--- config.mk ---
export PLATFORM = sky130hd
export DESIGN_NAME = ifetch
export DESIGN_NICKNAME = d
export VERILOG_FILES = /design/src/rtl/ifetch.sv
export SDC_FILE = /design/constraint.sdc
export NUM_CORES = 1
export LEC_CHECK = 0
export ABC_CLOCK_PERIOD_IN_PS = 7050
export CAP_MARGIN = 20
export CORE_MARGIN = 5
export CORE_UTILIZATION = 50
export CTS_BUF_LIST = sky130_fd_sc_hd__clkbuf_8
export DETAILED_ROUTE_END_ITERATION = 10
export PLACE_DENSITY = 0.76
export SYNTH_ARGS = -nofsm -noshare
export SYNTH_HDL_FRONTEND = slang
export SYNTH_SLANG_ARGS = --single-unit
--- constraint.sdc ---
create_clock -name i_clk -period 7.05 [get_ports i_clk]
set_clock_uncertainty 0.2 [all_clocks]
set_input_delay 0.705 -clock i_clk [delete_from_list [all_inputs] [get_ports i_clk]]
set_output_delay 0.705 -clock i_clk [all_outputs]
set_load 0.02 [all_outputs]
--- src/rtl/ifetch.sv ---
// Instruction fetch unit for the cirno9 core.
// Issues sequential word fetches and buffers the in-order responses in a small
// FIFO. A shared credit budget (outstanding requests plus buffered entries)
// guarantees the FIFO cannot overflow. Redirects flush the FIFO and arm a kill
// counter so stale responses still in flight are discarded.
module ifetch #(
    parameter logic [31:0] RESET_PC = 32'h8000_0000,
    parameter int unsigned DEPTH    = 2
) (
    input  logic        i_clk,
    input  logic        i_rst_n,
    output logic        o_ibus_req_valid,
    input  logic        i_ibus_req_ready,
    output logic [31:0] o_ibus_req_addr,
    input  logic        i_ibus_rsp_valid,
    input  logic [31:0] i_ibus_rsp_data,
    input  logic        i_ibus_rsp_err,
    output logic        o_ibus_rsp_ready,
    input  logic        i_redirect,
    input  logic [31:0] i_redirect_pc,
    output logic        o_ir_valid,
    input  logic        i_ir_ready,
    output logic [31:0] o_ir_instr,
    output logic [31:0] o_ir_pc,
    output logic        o_ir_err
);

    localparam int unsigned PtrW = $clog2(DEPTH);
    localparam int unsigned CntW = PtrW + 1;
    localparam int unsigned SumW = CntW + 1;

    typedef enum logic [0:0] {StRun, StHalt} state_e;

    state_e          state_q, state_d;
    logic [31:0]     fetch_pc_q, fetch_pc_d;
    logic [31:0]     rsp_pc_q, rsp_pc_d;
    logic [CntW-1:0] outst_q, outst_d;
    logic [CntW-1:0] kill_q, kill_d;
    logic [CntW-1:0] count_q, count_d;
    logic [PtrW-1:0] rd_ptr_q, rd_ptr_d;
    logic [PtrW-1:0] wr_ptr_q, wr_ptr_d;

    logic [31:0] mem_instr [DEPTH];
    logic [31:0] mem_pc    [DEPTH];
    logic        mem_err   [DEPTH];

    logic            pop;
    logic            req_hs;
    logic [SumW-1:0] used;
    logic            push;
    logic [31:0]     push_instr;
    logic [31:0]     push_pc;
    logic            push_err;
    logic [PtrW-1:0] wr_idx;

    // Handshakes and credit-limited request issue; outputs held quiet in reset.
    always_comb begin
        o_ir_valid       = (count_q != '0);
        pop              = o_ir_valid & i_ir_ready;
        used             = SumW'(outst_q) + SumW'(count_q) - SumW'(pop);
        o_ibus_req_valid = i_rst_n & (state_q == StRun) & ~i_redirect & (used < SumW'(DEPTH));
        o_ibus_req_addr  = fetch_pc_q;
        req_hs           = o_ibus_req_valid & i_ibus_req_ready;
        o_ibus_rsp_ready = 1'b1;
        o_ir_instr       = o_ir_valid ? mem_instr[rd_ptr_q] : 32'h0;
        o_ir_pc          = o_ir_valid ? mem_pc[rd_ptr_q]    : 32'h0;
        o_ir_err         = o_ir_valid ? mem_err[rd_ptr_q]   : 1'b0;
    end

    // Next-state: PC tracking, kill bookkeeping, redirect and bus-error handling.
    always_comb begin
        state_d    = state_q;
        fetch_pc_d = fetch_pc_q;
        rsp_pc_d   = rsp_pc_q;
        kill_d     = kill_q;
        push       = 1'b0;
        push_instr = 32'h0;
        push_pc    = rsp_pc_q;
        push_err   = 1'b0;
        outst_d    = outst_q + CntW'(req_hs) - CntW'(i_ibus_rsp_valid);

        if (req_hs) begin
            fetch_pc_d = fetch_pc_q + 32'd4;
        end

        if (i_redirect) begin
            // Everything still outstanding after this cycle is stale; a response
            // arriving right now is simply never pushed.
            kill_d = outst_d;
            if (i_redirect_pc[1:0] == 2'b00) begin
                fetch_pc_d = i_redirect_pc;
                rsp_pc_d   = i_redirect_pc;
                state_d    = StRun;
            end else begin
                push     = 1'b1;
                push_pc  = i_redirect_pc;
                push_err = 1'b1;
                state_d  = StHalt;
            end
        end else if (i_ibus_rsp_valid) begin
            if (kill_q != '0) begin
                kill_d = kill_q - CntW'(1);
            end else if (!i_ibus_rsp_err) begin
                push       = 1'b1;
                push_instr = i_ibus_rsp_data;
                rsp_pc_d   = rsp_pc_q + 32'd4;
            end else begin
                push     = 1'b1;
                push_err = 1'b1;
                state_d  = StHalt;
                kill_d   = outst_d;
            end
        end
    end

    // FIFO pointer/occupancy update; a redirect restarts the FIFO at slot 0.
    always_comb begin
        if (i_redirect) begin
            wr_idx   = '0;
            rd_ptr_d = '0;
            wr_ptr_d = push ? PtrW'(1) : '0;
            count_d  = push ? CntW'(1) : '0;
        end else begin
            wr_idx   = wr_ptr_q;
            rd_ptr_d = rd_ptr_q + PtrW'(pop);
            wr_ptr_d = wr_ptr_q + PtrW'(push);
            count_d  = count_q + CntW'(push) - CntW'(pop);
        end
    end

    // Fetch state and all control registers.
    always_ff @(posedge i_clk or negedge i_rst_n) begin
        if (!i_rst_n) begin
            state_q    <= StRun;
            fetch_pc_q <= RESET_PC;
            rsp_pc_q   <= RESET_PC;
            outst_q    <= '0;
            kill_q     <= '0;
            count_q    <= '0;
            rd_ptr_q   <= '0;
            wr_ptr_q   <= '0;
        end else begin
            state_q    <= state_d;
            fetch_pc_q <= fetch_pc_d;
            rsp_pc_q   <= rsp_pc_d;
            outst_q    <= outst_d;
            kill_q     <= kill_d;
            count_q    <= count_d;
            rd_ptr_q   <= rd_ptr_d;
            wr_ptr_q   <= wr_ptr_d;
        end
    end

    // FIFO storage; contents are only observed through the valid-gated outputs.
    always_ff @(posedge i_clk) begin
        if (push) begin
            mem_instr[wr_idx] <= push_instr;
            mem_pc[wr_idx]    <= push_pc;
            mem_err[wr_idx]   <= push_err;
        end
    end

endmodule

* Word level (Yosys, flattened, before mapping)
Memory sizes are Yosys's and may differ from the RTL's.
Index checks and enable logic that the tools add are counted.
** Word-level totals
- Register bits :: 73
- Bits in writable memories :: 130
- Output and inout port bits :: 100
- Memories kept :: 3
** Operators by class
- Add/sub/neg operators :: 11
- Magnitude comparators :: 1
- Equality and inequality tests :: 3
- Multiplexer cells :: 40
- Bitwise operators :: 7
- Reduce and logical (&&, ||, !) cells :: 9
** Memories
- mem_instr :: depth 2, width 32, read ports 1, clocked after Yosys merged registers in 0, wr ports 1, line 43 : logic [31:0] mem_instr [DEPTH];
- mem_pc :: depth 2, width 32, read ports 1, clocked after Yosys merged registers in 0, wr ports 1, line 44 : logic [31:0] mem_pc [DEPTH];
- mem_err :: depth 2, width 1, read ports 1, clocked after Yosys merged registers in 0, wr ports 1, line 45 : logic mem_err [DEPTH];
** Operator list (count)
- 2-to-1 mux 32 bit :: 16
- adder 32 x 3 -> 32 bit, second input constant :: 2
- 2-to-1 mux 1 bit :: 19
- 2-to-1 mux 2 bit :: 5
- nonzero test 2 bit :: 4
- AND 1 bit :: 5
- adder 2 x 1 -> 2 bit :: 2
- inequality test 2 x 1 -> 1 bit, second input constant :: 2
- AND reduction 4 bit :: 1
- subtractor 2 x 1 -> 2 bit :: 2
- adder 2 x 2 -> 3 bit :: 1
- less-than comparator 3 x 2 -> 1 bit, second input constant :: 1
- AND reduction 3 bit :: 1
- nonzero test 3 bit :: 1
- subtractor 3 x 1 -> 3 bit :: 1
- adder 1 bit :: 2
- zero test 2 bit :: 1
- inequality test 2 bit, second input constant :: 1
- NOT 1 bit :: 2
- AND reduction 2 bit :: 1
- subtractor 2 x 1 -> 2 bit, second input constant :: 1

* Depth between registers and ports, before layout
Gate-level depths: netlist of the first run.
- Depth in word-level cells :: 12
- Mapped depth :: 14

* Worst setup path after synthesis of the first run
No wires, ideal clock.
- Path type :: input to register
- From :: in i_redirect
- To :: mem mem_err[0] (enable)
- Setup time :: 509 ps
- Arrival :: 4608 ps
- Required time :: 6341 ps
- Slack :: 1733 ps
- Stages :: 5
- Path buffers :: 2
- Cells stage by stage :: buf_6 -> clkbuf_1 -> o21ai_1 -> a21boi_0 -> a21oi_1
** On the way
- Longest elaborated chain between the ends :: 3
- Elaborated cells on any way between the ends :: 4
- Classes of those cells :: 4 x mux
** RTL lines
- start: declaration :: line 19 : input logic i_redirect,
- 2-to-1 mux 1 bit :: line 86 : if (i_redirect) begin
- 2-to-1 mux 1 bit :: line 156 : if (push) begin
- 2-to-1 mux 1 bit (not written as such) :: line 159 : mem_err[wr_idx] <= push_err;
- end: declaration :: line 45
Several ways; a longest one is shown, not always the timed one.

* Final worst setup path of the first run
- From :: reg count_q[1]
- To :: out o_ibus_req_valid
** On the way
- Longest elaborated chain between the ends :: 5
- Elaborated cells on any way between the ends :: 6
- Classes of those cells :: 2 x add/sub; 1 x order compare; 2 x bitwise; 1 x reduce/logical
** RTL lines
- start: declaration :: line 39 : logic [CntW-1:0] count_q, count_d;
- start signal: assignment :: line 148 : count_q <= count_d;
- branches (longest 2 deep; another with adder 2 x 2 -> 3 bit)
- subtractor 3 x 1 -> 3 bit * :: line 60 : used = SumW'(outst_q) + SumW'(count_q) - SumW'(pop);
- less-than comparator 3 x 2 -> 1 bit * :: line 61 : o_ibus_req_valid = i_rst_n & (state_q == StRun) & ~i_redirect & (used < SumW'(DEPTH));
- AND 1 bit * :: line 61
- end: declaration :: line 12 : output logic o_ibus_req_valid,
Mark *: on every way between the ends.

==> flow_metrics.py, run 1 <==
metrics = {
    "setup_path": {
        "critPathCaptureType": "output pin",
        "cp.required_ps": 6140,
        "regToRegStartpoint": "count_q[1]$_DFF_PN0_",
        "critPathKind": "reg -> out",
        "cp-start-kind": "flop",
        "rrSetupSlack_ps": 2680,
        "cp_cell_sequence": "nor2_4, buf_4, nor2b_1, ha_1, nand2b_1, fa_1, xnor2_1, nor2_1, clkdlybuf4s50_1",
        "r2r-end": "kill_q[1]$_DFFE_PN0P_",
        "cp.arrival_ps": 4110,
        "path_max_fanout": 67,
        "cpPeakStageDelay_ps": 610,
        "cp_slowest_cell": "xnor2_1",
        "reg2reg_depth": 15,
    },
    "global_route": {
        "grt_usage_pct": 21.7,
        "grt_max_degree": 68,
        "first_global_vias": 7121,
        "grt-ovfl-total": 0,
        "antenna_found_initial": 0,
        "grt_pass1_wl_um": 38500,
    },
    "timing": {
        "totalNegativeSetupSlack_ps": 0,
        "fin_crit_ps": 5010,
        "max_slew.worst_pin.slew_ps": 1100,
        "rsz0062_at_grt": "false",
        "fin_ws_ps": 2040,
        "max_freq_mhz": 199,
        "slew_headroom_pct": 26.4,
        "hold_viol": 0,
        "setup_violations": 0,
        "min_period_over_period_pct": 71.1,
        "hold-worst-slack_ps": 305,
        "slew_viol_final": 0,
    },
    "clock_network": {
        "cts_buffers": 35,
        "cts_tree": "done",
        "path_clk_slew_ps": 60,
        "cts.sinks": 203,
        "cts_max_level": 2,
        "cts_resized": 0,
        "clock_latency_ps": 510,
        "cts_root_buffer": "clkbuf_8",
        "cts.path.max_buffers": 3,
        "postCtsSetupBuffers": 0,
    },
    "layout": {
        "final_layout_size_suffix_gt1_share_pct": 11.2,
        "nets": 1084,
        "final_area_sq_um": 12400,
        "fill_cells": 1492,
        "area_delta_synth_final_pct": 27.4,
        "diodes": 0,
        "final_cell_count_no_fill": 1294,
        "final_common_cell": "clkdlybuf4s50_1",
        "final_cell_mix": "clkdlybuf4s50_1 (168), edfxtp_1 (130), nor2_1 (117)",
    },
    "route": {
        "drc": 0,
        "ant_nets": 0,
        "maxUsedRoutingLayer": "met4",
        "route.vias.total": 7275,
        "drtIter0Drc": 570,
        "met2_length_um": 11100,
        "firstDrtPassIters": 5,
        "met3_wirelength_um": 1990,
        "postRouteWirelength_um": 24400,
        "avgRoutedWirePerCell_um": 18.9,
        "routed_via_density": 5.62,
        "wl_met1_um": 11000,
    },
    "floorplanning": {
        "start_util_pct": 50.5,
        "die_w_um": 150,
        "die_h_um": 150,
        "design.core.area_sq_um": 19300,
        "dieArea_sq_um": 22400,
        "core.rowCount": 51,
        "ios": 171,
    },
    "synth": {
        "synthAdderAreaFrac_pct": 1.23,
        "seq_area_frac_synth_pct": 58.8,
        "async_reset_ff_share_pct": 36.0,
        "synth_ff_type": "edfxtp_1",
        "netlist_area_sq_um": 9760,
        "syn_inst": 833,
        "synth_edf_count": 130,
        "synth_xor_area_share_pct": 3.14,
        "synth-seq-cells": 203,
        "ys.warnings.count": 0,
        "synthMuxAreaShare_pct": 11.0,
        "synth.avg_cell_area_sq_um": 11.7,
        "synth_top_family_by_area": "simple AND/OR/NAND/NOR gates",
        "synthSimpleGateAreaFrac_pct": 16.6,
        "synth_fp_nets": 913,
        "synth_compound_area_share_pct": 6.76,
        "synth_cell_type_count": 64,
    },
    "place": {
        "place_hpwl_um": 15900,
        "placed_cell_area_sq_um": 11700,
        "port_buffers": 169,
        "place_ws_ps": 2440,
        "gp_congestion": 0.833,
        "dp_cells": 1230,
    },
    "worst_hold_path": {
        "whs_path_depth": 2,
        "holdPathEnd": "state_q$_DFFE_PN0P_",
        "min_from": "state_q$_DFFE_PN0P_",
        "holdCritPathClass": "reg -> reg",
    },
    "power": {
        "p_leak_uw": 0.00482,
        "ir_drop_mv": 0.137,
        "powerDensity_nw_per_um2": 333,
    },
    "job": {
        "cap_violations": 0,
    },
    "outcome": {
        "status": "complete, no violations",
    },
}
-- where the power goes --
part           internal, uW  leakage [uW]  switching [uW]
clock                   564      0.000379             467
combinational           641       0.00229             801
sequential             1490       0.00215             169
total                  2700       0.00482            1440
-- synthesized netlist by cell type, drive strengths merged (2+ instances only) --
| master | n | area share, % |
|---|---|---|
| a21o | 2 | 0.15 |
| a21oi | 38 | 1.9 |
| a221o | 5 | 0.51 |
| a221oi | 3 | 0.27 |
| a22oi | 2 | 0.15 |
| a31oi | 5 | 0.32 |
| and3 | 44 | 2.8 |
| and4 | 3 | 0.27 |
| buf | 14 | 0.72 |
| clkbuf | 33 | 1.3 |
| dfrtp | 71 | 18 |
| dfstp | 2 | 0.54 |
| edfxtp | 130 | 40 |
| ha | 8 | 1.0 |
| inv | 14 | 0.54 |
| mux2 | 30 | 3.5 |
| mux2i | 73 | 7.5 |
| nand2 | 53 | 2.0 |
| nand3 | 22 | 1.1 |
| nand4 | 23 | 1.6 |
| nor2 | 119 | 4.6 |
| nor2b | 7 | 0.45 |
| nor3 | 13 | 0.83 |
| nor3b | 2 | 0.21 |
| nor4 | 10 | 1.3 |
| o21a | 2 | 0.15 |
| o21ai | 33 | 1.7 |
| o22a | 2 | 0.18 |
| o22ai | 8 | 0.51 |
| or2 | 3 | 0.19 |
| or3 | 4 | 0.26 |
| or4 | 2 | 0.19 |
| xnor2 | 17 | 1.5 |
| xor2 | 18 | 1.6 |
-- worst max-delay path by stage --
stage | startpoint | to | depth (start not counted)
floorplan | i_redirect | mem_err[0]$_DFFE_PP_ | 5
global placement | i_ir_ready | o_ibus_req_valid | 8
detailed placement | i_ir_ready | o_ibus_req_valid | 8
CTS | count_q[1]$_DFF_PN0_ | o_ibus_req_valid | 9
global route | count_q[1]$_DFF_PN0_ | o_ibus_req_valid | 9
finish | count_q[1]$_DFF_PN0_ | o_ibus_req_valid | 9
-- what timing repair did --
item                                    CTS  global route
hold buffers                              1             0
endpoints found under the hold margin    25             0
endpoints found under the setup margin    0             0
-- worst max-delay path: cells and delay by family (launching register included) --
family	cells	cell delay, ps
buffers and inverters	2	1180
adders and majority gates	2	720
and+or+nand+nor	4	680
xor gates and xnor gates	1	610
DFF	1	410
-- stage by stage --
stage | util, % | power (uW)
after floorplan | - | 2510
after global placement | 60.5 | 3090
after detailed placement | 60.6 | 3130
after CTS | 64.2 | 4170
after global routing | 64.3 | 4360
final | 64.3 | 4130
-- cells by family after synthesis --
logic type               after synthesis
multiplexers                         103
XOR/XNOR                              35
flip-flops                           203
AND/OR/NAND/NOR                      311
buffers and inverters                 61
other                                  1
AO/OA/AOI/OAI                        110
adder cells (fa/ha/maj)                9
-- state kept, by name (all words and copies together) (netlist names) --
register         flops
state_q              1
kill_q               2
mem_err              2
wr_ptr_q             1
outst_q              2
count_q              2
rsp_pc_q            32
o_ibus_req_addr     32
mem_instr           64
mem_pc              64
rd_ptr_q             1
-- area by class of cell --
class	instances	area [sq um]	area share, %
Tap cell	265	332	2.67
Clock inverter	21	108	0.866
Clock buffer	41	564	4.54
Timing Repair Buffer	181	1820	14.7
Sequential cell	203	5740	46.1
Multi-Input combinational cell	569	3820	30.7
Inverter	14	52.6	0.423
-- per-layer routing --
metal  up-vias  global-route usage, %
met2       319                   33.6
met1      3519                   31.2
met3        35                   4.72
met5         -                      0
met4         0                   6.22
li1       3402                      -
(Power assumes the default switching activity.)
==> run 2, diff against run 1 <==
ABC_CLOCK_PERIOD_IN_PS = 4700   (was 7050)
clock period = 4.7 ns   (was 7.05 ns; I/O delays follow)
==> flow_metrics.py, run 2 (same netlist as run 1, synthesis figures left out) <==
metrics = {
    "place": {
        "dp_cells": 1232,
        "place_hpwl_um": 16100,
        "gp_congestion": 0.869,
        "placed_cell_area_sq_um": 11800,
        "port_buffers": 169,
    },
    "layout": {
        "area_delta_synth_final_pct": 27.2,
        "final_layout_size_suffix_gt1_share_pct": 11.1,
        "final_cell_count_no_fill": 1296,
        "top_regs": "mem_instr (64), mem_pc (64)",
        "final_common_cell": "clkdlybuf4s50_1",
        "nets": 1085,
        "final_cell_mix": "clkdlybuf4s50_1 (168), edfxtp_1 (130), nor2_1 (117)",
        "diodes": 0,
        "final_area_sq_um": 12400,
    },
    "route": {
        "drc": 0,
        "postRouteWirelength_um": 24200,
        "routed_via_density": 5.58,
        "drtIter0Drc": 615,
        "firstDrtPassIters": 5,
        "route.vias.total": 7227,
        "avgRoutedWirePerCell_um": 18.7,
        "ant_nets": 0,
    },
    "clock_network": {
        "cts_root_buffer": "clkbuf_8",
        "cts_buffers": 35,
        "postCtsSetupBuffers": 0,
        "cts.path.max_buffers": 3,
        "cts_tree": "done",
        "clock_latency_ps": 510,
        "path_clk_slew_ps": 70,
        "cts_max_level": 2,
        "cts.sinks": 203,
    },
    "global_route": {
        "grt_usage_pct": 21.7,
        "grt_pass1_wl_um": 38800,
        "grt_max_degree": 67,
        "antenna_found_initial": 0,
        "grt-ovfl-total": 0,
        "first_global_vias": 7262,
    },
    "timing": {
        "slew_viol_final": 0,
        "totalNegativeSetupSlack_ps": 0,
        "hold_viol": 0,
        "rsz0062_at_grt": "false",
        "slew_headroom_pct": 24.1,
        "max_freq_mhz": 246,
        "max_slew.worst_pin.slew_ps": 1140,
        "fin_crit_ps": 4060,
        "min_period_over_period_pct": 86.4,
        "setup_violations": 0,
    },
    "setup_path": {
        "reg2reg_depth": 14,
        "regToRegStartpoint": "count_q[0]$_DFF_PN0_",
        "critPathCaptureType": "output pin",
        "cp-start-kind": "flop",
        "critPathKind": "reg -> out",
        "crit_path_start": "count_q[0]$_DFF_PN0_",
        "path_max_fanout": 6,
        "cp.arrival_ps": 3390,
        "cp.required_ps": 4030,
    },
    "floorplanning": {
        "dieArea_sq_um": 22400,
        "die_h_um": 150,
        "start_util_pct": 50.5,
        "die_w_um": 150,
        "ios": 171,
        "design.core.area_sq_um": 19300,
        "core.rowCount": 51,
    },
    "power": {
        "powerDensity_nw_per_um2": 492,
        "finalPower_uw": 6110,
        "p_leak_uw": 0.00481,
        "ir_drop_mv": 0.275,
    },
    "outcome": {
        "status": "complete, no violations",
    },
    "job": {
        "cap_violations": 0,
    },
    "worst_hold_path": {
        "holdCritPathClass": "in -> async",
    },
}
run 2: timing repair:
item / in CTS / in global routing
gates resized for setup: 0 / 0
hold endpoints to repair: 33 / 0
hold buffers: 1 / 0
run 2: layout make-up:
type	count	area, sq um
Clock inverter	27	141
Multi-Input combinational cell	569	3820
Clock buffer	36	495
Inverter	14	52.6
Timing Repair Buffer	182	1830
Sequential cell	203	5740
Fill cell	1537	6930
Tap cell	265	332
run 2: report_power, final:
group | internal [uW] | total (uW) | switching, uW | leakage [uW]
sequential | 2240 | 2490 | 257 | 0.00215
clock | 769 | 1460 | 693 | 0.000367
combinational | 966 | 2150 | 1190 | 0.00230
total | 3970 | 6110 | 2140 | 0.00481
run 2: per-layer routing:
metal / part of all wire, % / up-vias / wire (um) / track usage, %
met3: 8.4 / 38 / 2030 / 5.78
met5: 0 / - / 0 / 0
li1: - / 3397 / - / -
met4: 1.9 / 0 / 464 / 6.22
met1: 45 / 3509 / 10800 / 30.7
met2: 45 / 283 / 10900 / 33.2
run 2: path summary, 6_finish.rpt:
kind / to / slack (ps)
worst max-delay path: o_ibus_req_valid / 640
worst min-delay path: o_ibus_req_addr[25]$_DFF_PN0_ / 260
worst max register to register: kill_q[1]$_DFFE_PN0P_ / 1080
worst min register to register: rsp_pc_q[1]$_DFFE_PN0P_ / 310
max in group asynchronous: rd_ptr_q$_DFF_PN0_ / 3060
min in group i_clk: rsp_pc_q[1]$_DFFE_PN0P_ / 310
run 2: worst max-delay path: stages (launching register included):
cell and delay, ps:
dfrtp_1 410, nor2_4 40, nor2b_1 300, ha_1 290, nand2b_1 150, fa_1 380
xnor2_1 590, nor2_1 120, clkdlybuf4s50_1 590
run 2: per-stage QoR:
step / utilization, % / setup WS [ps] / hold slack [ps]
floorplan: - / 1070 / -25.6
global placement: 60.7 / 657 / 264
detailed placement: 60.8 / 579 / 269
CTS: 64.2 / 602 / 247
global route: 64.2 / 406 / 296
finish: 64.2 / 638 / 255
